[config.mk]
export PLATFORM = sky130hd
export DESIGN_NAME = input_conditioner
export DESIGN_NICKNAME = d
export VERILOG_FILES = /design/src/rtl/input_conditioner.sv
export SDC_FILE = /design/constraint.sdc
export NUM_CORES = 1
export LEC_CHECK = 0
export CORE_AREA = 5 5 122 95
export DETAILED_ROUTE_END_ITERATION = 12
export DIE_AREA = 0 0 127 100
export PLACE_DENSITY = 0.76
export SLEW_MARGIN = 5
export SYNTH_ARGS = -nofsm -noshare
export SYNTH_HDL_FRONTEND = slang
export SYNTH_SLANG_ARGS = --single-unit
[constraint.sdc]
create_clock -name clkIn -period 2.1 [get_ports clkIn]
set_input_delay 0.21 -clock clkIn [delete_from_list [all_inputs] [get_ports clkIn]]
set_output_delay 0.21 -clock clkIn [all_outputs]
set_load 0.005 [all_outputs]
[src/rtl/input_conditioner.sv]
// input_conditioner: brings raw slide switches and pushbuttons into the clkIn
// domain, debounces each key independently, and produces clean levels plus
// one-cycle press/release/change pulses. All outputs come straight from flops.
module input_conditioner #(
  parameter int SW_WIDTH        = 13,
  parameter int KEY_WIDTH       = 4,
  parameter int SYNC_STAGES     = 2,
  parameter int DEBOUNCE_CYCLES = 250000,
  parameter int KEY_ACTIVE_LOW  = 1
) (
  input  logic                 clkIn,
  input  logic                 rstNIn,
  input  logic [SW_WIDTH-1:0]  swIn,
  input  logic [KEY_WIDTH-1:0] keyIn,
  output logic [SW_WIDTH-1:0]  swOut,
  output logic                 swChangedOut,
  output logic [KEY_WIDTH-1:0] keyLevelOut,
  output logic [KEY_WIDTH-1:0] keyPressOut,
  output logic [KEY_WIDTH-1:0] keyReleaseOut
);

  // A single-cycle debounce still needs a one-bit counter to keep widths legal.
  localparam int CNT_W = (DEBOUNCE_CYCLES > 1) ? $clog2(DEBOUNCE_CYCLES) : 1;
  localparam logic [CNT_W-1:0] CNT_MAX = CNT_W'(DEBOUNCE_CYCLES - 1);

  // Warm-up covers the sync pipeline filling plus the change-detect flop.
  localparam int WU_MAX = SYNC_STAGES + 1;
  localparam int WU_W   = $clog2(WU_MAX + 1);
  localparam logic [WU_W-1:0] WU_DONE = WU_W'(WU_MAX);

  // Idle pin level of a key; sync flops reset here so no phantom press appears.
  localparam logic [KEY_WIDTH-1:0] KEY_REL = (KEY_ACTIVE_LOW != 0) ? '1 : '0;

  logic [SW_WIDTH-1:0]  sw_sync_q  [SYNC_STAGES];
  logic [KEY_WIDTH-1:0] key_sync_q [SYNC_STAGES];

  logic [CNT_W-1:0]     cnt_q [KEY_WIDTH];
  logic [CNT_W-1:0]     cnt_d [KEY_WIDTH];
  logic [KEY_WIDTH-1:0] level_q, level_d;
  logic [KEY_WIDTH-1:0] press_q, press_d;
  logic [KEY_WIDTH-1:0] release_q, release_d;

  logic [WU_W-1:0]      wu_q, wu_d;
  logic                 sw_chg_q, sw_chg_d;

  logic [KEY_WIDTH-1:0] key_s;
  logic                 warm_done;

  // Switch synchroniser chain; the last stage is the published switch level.
  always_ff @(posedge clkIn or negedge rstNIn) begin
    if (!rstNIn) begin
      for (int i = 0; i < SYNC_STAGES; i++) sw_sync_q[i] <= '0;
    end else begin
      sw_sync_q[0] <= swIn;
      for (int i = 1; i < SYNC_STAGES; i++) sw_sync_q[i] <= sw_sync_q[i-1];
    end
  end

  // Key synchroniser chain, reset to the released pin level.
  always_ff @(posedge clkIn or negedge rstNIn) begin
    if (!rstNIn) begin
      for (int i = 0; i < SYNC_STAGES; i++) key_sync_q[i] <= KEY_REL;
    end else begin
      key_sync_q[0] <= keyIn;
      for (int i = 1; i < SYNC_STAGES; i++) key_sync_q[i] <= key_sync_q[i-1];
    end
  end

  // Normalise synced keys so 1 always means pressed.
  always_comb begin
    key_s = key_sync_q[SYNC_STAGES-1] ^ KEY_REL;
  end

  // Per-key debounce: a key flips only after CNT_MAX+1 consecutive disagreeing
  // samples; any agreeing sample restarts the count.
  always_comb begin
    level_d   = level_q;
    press_d   = '0;
    release_d = '0;
    for (int i = 0; i < KEY_WIDTH; i++) begin
      cnt_d[i] = cnt_q[i];
      if (key_s[i] == level_q[i]) begin
        cnt_d[i] = '0;
      end else if (cnt_q[i] == CNT_MAX) begin
        cnt_d[i]     = '0;
        level_d[i]   = key_s[i];
        press_d[i]   = key_s[i];
        release_d[i] = ~key_s[i];
      end else begin
        cnt_d[i] = cnt_q[i] + CNT_W'(1);
      end
    end
  end

  // Debounce counters, levels and edge pulses.
  always_ff @(posedge clkIn or negedge rstNIn) begin
    if (!rstNIn) begin
      for (int i = 0; i < KEY_WIDTH; i++) cnt_q[i] <= '0;
      level_q   <= '0;
      press_q   <= '0;
      release_q <= '0;
    end else begin
      for (int i = 0; i < KEY_WIDTH; i++) cnt_q[i] <= cnt_d[i];
      level_q   <= level_d;
      press_q   <= press_d;
      release_q <= release_d;
    end
  end

  // Warm-up counter saturates; the change pulse is muted until it does.
  // The change flop samples the last two sync stages so it rises on the same
  // edge that updates swOut.
  always_comb begin
    warm_done = (wu_q == WU_DONE);
    wu_d      = warm_done ? wu_q : wu_q + WU_W'(1);
    sw_chg_d  = warm_done &&
                (sw_sync_q[SYNC_STAGES-2] != sw_sync_q[SYNC_STAGES-1]);
  end

  // Warm-up and switch-change registers.
  always_ff @(posedge clkIn or negedge rstNIn) begin
    if (!rstNIn) begin
      wu_q     <= '0;
      sw_chg_q <= 1'b0;
    end else begin
      wu_q     <= wu_d;
      sw_chg_q <= sw_chg_d;
    end
  end

  assign swOut         = sw_sync_q[SYNC_STAGES-1];
  assign swChangedOut  = sw_chg_q;
  assign keyLevelOut   = level_q;
  assign keyPressOut   = press_q;
  assign keyReleaseOut = release_q;

endmodule
==> run summary <==
Status -> finished clean
Critical path buffers and inverters -> 0
Die area -> 12,700 sq um
Pre-CTS WS -> 0.117 ns
WS Path Type -> reg -> reg
Final min period -> 1.99 ns
Worst Max-Slew Pin Slew -> 0.642 ns
GRT Overall Usage -> 17.5%
Unique masters post-synth -> 38
Pins Over Slew Limit -> 0
Sequential share of power -> 41.8%
Largest net degree at the start of global routing -> 51
Arr. time, crit path -> 2.28 ns
Area of the core -> 10,200 sq um
ANT nets after route -> 0
Clock Power Share -> 54.6%
Hold endpoint -> key_sync_q[7]
TritonCTS clock tree -> built
Max cap viols -> 0
Yosys warns -> 0
Static leakage -> 2.59 nW
Final setup TNS -> 0 ns
Post-Place Cell Area -> 5820 sq um
Detailed Route WL -> 10,200 um
Antenna violations before repair -> 0
Setup violators final -> 0
Setup WS post-layout -> 0.110 ns
Hold Path Depth -> 1
Syn nets -> 501
R2r endpoint -> cnt_q[37]
Fill cell count -> 801
EDFF count, synth -> 0
CP Cell Sequence -> or4_1, or4_4, or2_4, and3_1
PortBufs -> 44
Final Hold Fails -> 0
Maximum VDD drop -> 0.680 mV
Drt drc -> 0
Worst path max stage delay -> 0.56 ns
Relative slew slack -> 57.2%
HPWL after DPL -> 6900 um
# Post-CTS Setup Buffers -> 0
Die extent in x -> 127 um
Tcrit/Tclk final -> 94.7%
Sink Count -> 121
Total gr overflow -> 0
RSZ-0062 raised after global routing -> false
CTS root buf -> clkbuf_16
TritonRoute pass-1 iters -> 4
Post-synth ARST share -> 100%
Register Area -> 3040 sq um
Area growth, synth to finish -> 24.5%
Via count -> 3,706
Detailed Route Iter0 Violations -> 181
FF+latch count, synth -> 121
Placed cells -> 651
Min-Delay Startpoint -> keyIn[3]
Top-Level Pins -> 45
Mapped Cells -> 477
Clock-pin slew on the worst setup and hold paths -> 0.06 ns
Clk_lat worst skew -> 0.40 ns
Share of layout cells above drive strength 1 -> 11.7%
First-pass GRT wire length -> 17,900 um
NumNets Final -> 559
Critical Path Start Type -> register
FMAX -> 0.503 GHz
Worst clock skew -> 0.00496 ns
Reg2reg start -> cnt_q[46]
Final non-filler cell total -> 684
P per Cell Area -> 899 nW/um^2
Seq/Total Area, Yosys -> 58.3%
Combinational fraction of design power -> 3.6%
Reg2reg setup slack -> 0.11 ns
Most used flip-flop cell after synthesis -> dfrtp_1
TritonCTS Buffers -> 17
Worst path required time -> 2.40 ns
Top Family by Delay on Critical Path -> simple AND/OR/NAND/NOR gates
H-tree depth -> 4
Hold WS -> 0.211 ns
Via density -> 5.42
Cell area after synthesis -> 5220 sq um
Worst path slowest cell -> or4_4
Sw Ratio -> 19.6%
Power Internal -> 4.69 mW
Vias in the first global route -> 3,807
CP Capture Type -> register
RD Place Congestion -> 0.908
Area of the multi-input gates -> 2000 sq um
Net Sw Power -> 1.14 mW
CTS Hold Bufs -> 1
Reg2Reg Depth -> 4
Avg WL per Cell -> 15.0 um
Row Count -> 32
Crit-path max FO -> 4
Post_cts resized -> 0
Clock Path Buffers -> 2
Initial Util -> 51.3%
Design area -> 6490 sq um
Syn avg cell area -> 10.9 sq um
Die Height -> 100 um
Ant diodes -> 0
HP Class -> in -> reg
==> cells by family after synthesis <==
logic type	synth area share, %
and+or+nand+nor	21.1
DFF	58.3
xor gates and xnor gates	12.4
buffers and inverters	3.43
AOI/OAI and AO/OA	3.14
adders and majority gates	1.20
muxes	0.408
==> layout by cell type (no fill, tap or decap), types with 14 or more instances in the layout <==
master and n:
xnor2_1 60, nor2_1 72, nor3_1 18, nand2_1 20, nand3_1 20, dfrtp_1 113, nand4_1 27, xor2_1 14
nor4_1 21, o21ai_0 14, clkdlybuf4s50_1 43, clkbuf_16 17
==> routing by layer <==
metal  global-route usage (%)  part of all wire [%]
met1                     23.1                    45
met5                        0                     0
met2                     27.9                    48
met3                     3.99                   4.8
met4                     7.50                   1.6
==> cells in the mapped netlist, types with 3 or more instances <==
cell        n  share of area (%)
nand2_1    20                1.4
xor2_1     14                2.4
buf_4      13                1.9
or4_1       6               0.86
xnor2_1    60                 10
or3_1       8               0.96
and3_1      8               0.96
o21ai_0    14                1.3
dfrtp_1   113                 54
nand3_1    20                1.9
nor3_1     18                1.7
inv_1      12               0.86
nor2_1     72                5.2
o21ai_1     3               0.29
a21oi_1     7               0.67
dfstp_2     8                4.0
nor2b_1     4               0.48
ha_1        5                1.2
nand4_1    27                3.2
nor4_1     21                2.5
clkbuf_1    4               0.29
==> cell type report <==
cell class	instances	share of cell area [%]
repair buffers	59	8.91
well taps	136	2.62
clock buffers	20	7.19
inverters	12	0.694
multi-input cells	324	30.8
flip-flops and latches	121	46.8
clock inverters	12	3.01
==> sequential cells by signal, summed over array words and instances (netlist names) <==
name and flops:
wu_q 2, swOut 13, keyPressOut 4, sw_sync_q 13, keyLevelOut 4, cnt_q 72, swChangedOut 1, keyReleaseOut 4
key_sync_q 8
==> per-stage QoR <==
| stage | power, mW | utilization (%) |
|---|---|---|
| 6_report | 5.83 | 63.8 |
| 5_1_grt | 6.04 | 63.8 |
| 4_1_cts | 5.89 | 63.8 |
| 3_5_place_dp | 2.69 | 57.2 |
| 3_3_place_gp | 2.68 | 57.2 |
| 2_1_floorplan | 2.56 | - |
==> power by group through the flow <==
stage | Combinational, mW | Sequential (mW) | Clock [mW]
5_1_grt | 0.237 | 2.45 | 3.35
6_report | 0.211 | 2.44 | 3.18
2_1_floorplan | 0.0893 | 2.47 | 0
4_1_cts | 0.217 | 2.44 | 3.23
3_3_place_gp | 0.207 | 2.47 | 0
3_5_place_dp | 0.212 | 2.48 | 0
==> how the worst max path moves through the flow <==
stage / start / to / slack (ns) / cells after the start
2_1_floorplan: cnt_q[44] / cnt_q[52] / 0.11 / 5
3_3_place_gp: cnt_q[44] / cnt_q[37] / 0.15 / 4
3_5_place_dp: cnt_q[44] / cnt_q[37] / 0.12 / 4
4_1_cts: cnt_q[44] / cnt_q[37] / 0.11 / 4
5_1_grt: cnt_q[44] / cnt_q[46] / 0.08 / 5
6_report: cnt_q[46] / cnt_q[37] / 0.11 / 4
Power figures use the tool's default switching activity.
